File: config.mk
export PLATFORM = sky130hd
export DESIGN_NAME = jk_input_debounce
export DESIGN_NICKNAME = d
export VERILOG_FILES = /design/src/rtl/jk_input_debounce.sv
export SDC_FILE = /design/constraint.sdc
export NUM_CORES = 1
export LEC_CHECK = 0
export CORE_MARGIN = 3
export CORE_UTILIZATION = 56
export DETAILED_ROUTE_END_ITERATION = 8
export PLACE_DENSITY_LB_ADDON = 0.08
export SLEW_MARGIN = 20
export SYNTH_ARGS = -nofsm -noshare
export SYNTH_HDL_FRONTEND = slang
export SYNTH_SLANG_ARGS = --single-unit
File: constraint.sdc
create_clock -name iClk -period 2 [get_ports iClk]
set_clock_uncertainty 0.05 [all_clocks]
set_input_delay 0.2 -clock iClk [delete_from_list [all_inputs] [get_ports iClk]]
set_output_delay 0.2 -clock iClk [all_outputs]
set_load 0.01 [all_outputs]
File: src/rtl/jk_input_debounce.sv
// jk_input_debounce
//   Debounces the two bouncing switch inputs (J and K) that feed a JK
//   flip-flop. Each raw input first passes through a 2-flop synchronizer.
//   A free-running divider then produces a sample tick every DIV clocks.
//   Each channel runs a four-state FSM that accepts a new level only after
//   STABLE_N consecutive tick samples agree with it.
//
// Parameters
//   DIV       iClk cycles per sample tick (>= 2)
//   STABLE_N  consecutive agreeing ticks needed to accept a level (>= 2)
//
// Ports
//   iClk    in   system clock, rising edge
//   iReset  in   synchronous active-high reset
//   iJ_raw  in   raw J switch (asynchronous, bouncing)
//   iK_raw  in   raw K switch (asynchronous, bouncing)
//   oJ      out  debounced J, registered
//   oK      out  debounced K, registered
//   oTick   out  one-cycle sample-tick pulse (divider at DIV-1)
//   oBusy   out  only when DEBOUNCE_STATUS_EN is defined: registered,
//                high while either channel is in RISE_WAIT or FALL_WAIT
//
// Configuration macro: DEBOUNCE_STATUS_EN (adds oBusy)
//
// Per-channel state (state_q / cnt_q, index 0 = J, 1 = K) is kept in plain
// arrays so it can be probed hierarchically.
module jk_input_debounce #(
  parameter int DIV      = 10,
  parameter int STABLE_N = 4
) (
  input  logic iClk,
  input  logic iReset,
  input  logic iJ_raw,
  input  logic iK_raw,
  output logic oJ,
  output logic oK,
`ifdef DEBOUNCE_STATUS_EN
  output logic oBusy,
`endif
  output logic oTick
);

  localparam int DIV_W = (DIV > 1) ? $clog2(DIV) : 1;
  localparam int CNT_W = (STABLE_N > 1) ? $clog2(STABLE_N) : 1;
  localparam logic [DIV_W-1:0] DIV_LAST = DIV_W'(DIV - 1);
  localparam logic [CNT_W-1:0] CNT_LAST = CNT_W'(STABLE_N - 1);

  typedef enum logic [1:0] {
    LOW       = 2'd0,
    RISE_WAIT = 2'd1,
    HIGH      = 2'd2,
    FALL_WAIT = 2'd3
  } db_state_t;

  // Two-flop synchronizers; bit 0 = J, bit 1 = K.
  logic [1:0] sync1_q;
  logic [1:0] sync2_q;

  always_ff @(posedge iClk) begin
    if (iReset) begin
      sync1_q <= 2'b00;
      sync2_q <= 2'b00;
    end else begin
      sync1_q <= {iK_raw, iJ_raw};
      sync2_q <= sync1_q;
    end
  end

  // Sample-tick divider.
  logic [DIV_W-1:0] div_q;
  logic             tick;

  assign tick = (div_q == DIV_LAST);

  always_ff @(posedge iClk) begin
    if (iReset) begin
      div_q <= '0;
    end else if (tick) begin
      div_q <= '0;
    end else begin
      div_q <= div_q + DIV_W'(1);
    end
  end

  // Gated so the pulse is low even in the very first reset cycle.
  assign oTick = tick & ~iReset;

  // Per-channel debounce FSMs.
  db_state_t        state_q [2];
  db_state_t        state_d [2];
  logic [CNT_W-1:0] cnt_q   [2];
  logic [CNT_W-1:0] cnt_d   [2];
  logic [1:0]       level_d;
  logic [1:0]       out_q;
  logic             busy_d;

  always_comb begin
    busy_d  = 1'b0;
    level_d = 2'b00;
    for (int ch = 0; ch < 2; ch++) begin
      state_d[ch] = state_q[ch];
      cnt_d[ch]   = cnt_q[ch];
      if (tick) begin
        case (state_q[ch])
          LOW: begin
            if (sync2_q[ch]) begin
              state_d[ch] = RISE_WAIT;
              cnt_d[ch]   = CNT_W'(1);
            end
          end
          RISE_WAIT: begin
            if (!sync2_q[ch]) begin
              state_d[ch] = LOW;
              cnt_d[ch]   = '0;
            end else if (cnt_q[ch] == CNT_LAST) begin
              state_d[ch] = HIGH;
              cnt_d[ch]   = '0;
            end else begin
              cnt_d[ch] = cnt_q[ch] + CNT_W'(1);
            end
          end
          HIGH: begin
            if (!sync2_q[ch]) begin
              state_d[ch] = FALL_WAIT;
              cnt_d[ch]   = CNT_W'(1);
            end
          end
          FALL_WAIT: begin
            if (sync2_q[ch]) begin
              state_d[ch] = HIGH;
              cnt_d[ch]   = '0;
            end else if (cnt_q[ch] == CNT_LAST) begin
              state_d[ch] = LOW;
              cnt_d[ch]   = '0;
            end else begin
              cnt_d[ch] = cnt_q[ch] + CNT_W'(1);
            end
          end
          default: begin
            state_d[ch] = LOW;
            cnt_d[ch]   = '0;
          end
        endcase
      end
      // Output follows the next state so it updates with the state register.
      level_d[ch] = (state_d[ch] == HIGH) || (state_d[ch] == FALL_WAIT);
      if ((state_d[ch] == RISE_WAIT) || (state_d[ch] == FALL_WAIT)) begin
        busy_d = 1'b1;
      end
    end
  end

  always_ff @(posedge iClk) begin
    if (iReset) begin
      for (int ch = 0; ch < 2; ch++) begin
        state_q[ch] <= LOW;
        cnt_q[ch]   <= '0;
      end
      out_q <= 2'b00;
    end else begin
      for (int ch = 0; ch < 2; ch++) begin
        state_q[ch] <= state_d[ch];
        cnt_q[ch]   <= cnt_d[ch];
      end
      out_q <= level_d;
    end
  end

  assign oJ = out_q[0];
  assign oK = out_q[1];

`ifdef DEBOUNCE_STATUS_EN
  logic busy_q;

  always_ff @(posedge iClk) begin
    if (iReset) begin
      busy_q <= 1'b0;
    end else begin
      busy_q <= busy_d;
    end
  end

  assign oBusy = busy_q;
`else
  // busy_d only has a consumer when the status output is built in.
  logic busy_unused;
  assign busy_unused = busy_d;
`endif

endmodule

==> flow_metrics.py <==
metrics = {
    "status": {
        "status": "completed",
    },
    "timing": {
        "rsz0062_at_grt": "false",
        "tightest_slew_ns": 0.3874,
        "slew_headroom_pct": 74.14,
        "fmax_mhz": 548.6,
        "hold_viol": 0,
        "timing.final.crit_share_pct": 91.15,
        "hold_ws_ns": 0.3972,
        "setup_viol": 0,
        "drv_slew": 0,
        "fin_setup_tns_ns": 0,
        "period_needed_ns": 1.823,
    },
    "power_and_ir_drop": {
        "seqPwrFrac_pct": 59.7,
        "clockPowerShare_pct": 35.0,
        "pwr_density_cell_mw_per_mm2": 562.1,
        "p_sw_uw": 135.7,
        "finalPower_uw": 633.7,
        "p_int_uw": 498.1,
        "cellLeakagePower_nw": 0.4151,
        "p_comb_share_pct": 5.3,
        "swShare_pct": 21.41,
        "irDropWorstVdd_mv": 0.5034,
    },
    "worst_setup_path": {
        "slowest_stage": "clkdlybuf4s50_1",
        "startpoint_type": "flop",
        "crit_type": "reg2out",
        "crit_arrival_ns": 1.57,
        "critPathMaxStageDelay_ns": 0.54,
        "reg2regPathDepth": 6,
        "path_max_fanout": 3,
        "crit_path_end_kind": "output port",
        "cp.required_ns": 1.75,
        "crit_chain": "inv_1, ha_1, nand3b_1, nor2_1, clkdlybuf4s50_1",
    },
    "cells_and_area": {
        "diodes": 0,
        "areaGrowthSynthToFinish_pct": 11.23,
        "fillers": 153,
        "final_nets": 134,
        "drive_gt1_share_pct": 9.402,
        "final_util_pct": 69.95,
    },
    "global_route": {
        "grt_start_max_net_pins": 20,
        "grt_overflow": 0,
        "track_usage_pct": 17.09,
        "grt_pass1_wl_um": 3229,
        "grt_pass1_vias": 759,
        "grt_antenna_before_repair": 0,
    },
    "logic_synthesis": {
        "yosysTopAreaCellShare_pct": 35.56,
        "synth_mux_area_share_pct": 4.074,
        "synth_simple_gate_area_share_pct": 19.63,
        "synth.distinct_cells": 32,
        "synth_edf_count": 0,
        "synth_area_leaders": "dfxtp_1, ha_1, nor2b_1, a21oi_1, mux2i_1",
        "synth_area_leader_cell": "dfxtp_1",
        "ys_ff_latch": 18,
        "synth_top_family_by_area": "simple AND/OR/NAND/NOR gates",
        "synth_commonest_cells": "dfxtp_1, ha_1, a21oi_1, nor2_1, nor2b_1",
        "yosysSeqAreaShare_pct": 35.56,
        "synthesis.area_sq_mm": 0.001013,
        "synth-xor-area-share_pct": 1.728,
        "yosysWarnings": 0,
        "ys.flop_type": "dfxtp_1",
        "synthCells": 110,
        "synthArstFlopShare_pct": 0,
        "synth-compound-area-share_pct": 19.14,
        "synth_area_per_cell_sq_um": 9.213,
        "yosys.area_share.adder_pct": 14.81,
        "synth.most_common_cell": "dfxtp_1",
        "synth_nets": 126,
    },
    "placement": {
        "port_buffers": 6,
        "dp.final_hpwl_um": 1272,
        "routabilityCongestion": 0.6896,
    },
    "routing": {
        "routed_wirelength_um": 1685,
        "drc_errors": 0,
        "dr.pass1.iters": 4,
        "wl_per_cell_um": 11.95,
        "vias": 774,
        "drtIter0Drc": 7,
        "final_antenna_net_count": 0,
        "vias_per_cell": 5.489,
    },
    "clock_network": {
        "htree_levels": 1,
        "clockBufferDepth": 2,
        "clock_sinks": 18,
        "root_buffer": "clkbuf_4",
        "cts_tree": "done",
        "holdBufCountCts": 0,
        "cts_setup_buffers": 0,
        "clkLatencyLatePin_ns": 0.29,
        "cts_buffers": 3,
        "clkTransAtPathRegs_ns": 0.10,
    },
    "die": {
        "fp.dieW_um": 48.54,
        "die_h_um": 48.54,
        "floorplan.initialDensity_pct": 62.89,
        "die-area_sq_mm": 0.002356,
        "rows": 14,
        "core_area_sq_mm": 0.001612,
        "design.portCount": 7,
    },
    "job": {
        "drv_cap": 0,
    },
    "min_path": {
        "min_path_type": "reg2reg",
        "holdPathStages": 1,
    },
}
kinds of logic (layout without fill, tap and decap cells):
kind of cell    Yosys count  count (layout)
xor+xnor                  2               2
simple gates             36              36
flops                    18              18
buf+inv                  11              18
mux                       4               4
fa+ha+maj                12              12
compound gates           27              27
state kept, by name, indices dropped and copies added (netlist names):
signal   cells
cnt_q        4
div_q        4
out_q        2
state_q      4
sync1_q      2
sync2_q      2
final timing paths:
check,from,end,slack [ns]
max,div_q[1]$_SDFF_PP0_,oTick,0.18
min,div_q[0]$_SDFF_PP0_,div_q[0]$_SDFF_PP0_,0.40
max reg2reg,div_q[1]$_SDFF_PP0_,cnt_q[0][3]$_SDFFE_PP0P_,0.31
min reg2reg,div_q[0]$_SDFF_PP0_,div_q[0]$_SDFF_PP0_,0.40
critical path, delay by kind of cell, from the launching register on:
family	cells	cell delay (ns)
flip-flops	1	0.34
AND/OR/NAND/NOR	2	0.19
adder cells (fa/ha/maj)	1	0.17
buffers and inverters	2	0.60
timing repair:
action	CTS	global route
setup endpoints to repair	0	1
resized for setup	0	1
hold endpoints to repair	0	0
routing by layer:
metal  track usage (%)  up-vias  share of wire [%]
li1                  -      400                  -
met1             21.32      362                 49
met2             29.13       10                 47
met3             2.761        2                2.8
met4             7.109        0                1.2
met5                 0        -                  0
through the flow:
stage,setup slack (ns),cells,area [sq um]
CTS,0.1228,141,1126
floorplan,0.4897,110,1013
global placement,0.3691,137,1090
finish,0.1770,141,1127
global route,0.01390,141,1127
detailed placement,0.2990,137,1090
power groups by stage:
stage | sequential [mW] | clock, mW | combinational [mW]
2_1_floorplan | 0.381 | 0 | 0.0279
3_3_place_gp | 0.386 | 0 | 0.0327
3_5_place_dp | 0.386 | 0 | 0.0342
4_1_cts | 0.378 | 0.230 | 0.0343
5_1_grt | 0.381 | 0.249 | 0.0394
6_report | 0.378 | 0.222 | 0.0338
cell usage in the layout (no fill, tap or decap), types with 3 or more instances in the layout:
master and n:
clkbuf_4 3, mux2i_1 3, o21ai_0 6, nor2b_1 8, a21oi_1 9, nand2_1 6
nor3_1 4, dfxtp_1 17, clkdlybuf4s50_1 6, inv_1 6, nand3b_1 3, ha_1 12
nor2_1 8
layout make-up:
class	count	area (sq um)	area share [%]
clock buffers	4	36.28	3.219
repair buffers	8	75.07	6.659
multi-input cells	81	601.8	53.39
inverters	6	22.52	1.998
well taps	24	30.03	2.664
flip-flops and latches	18	361.6	32.08
(Power assumes the default switching activity.)
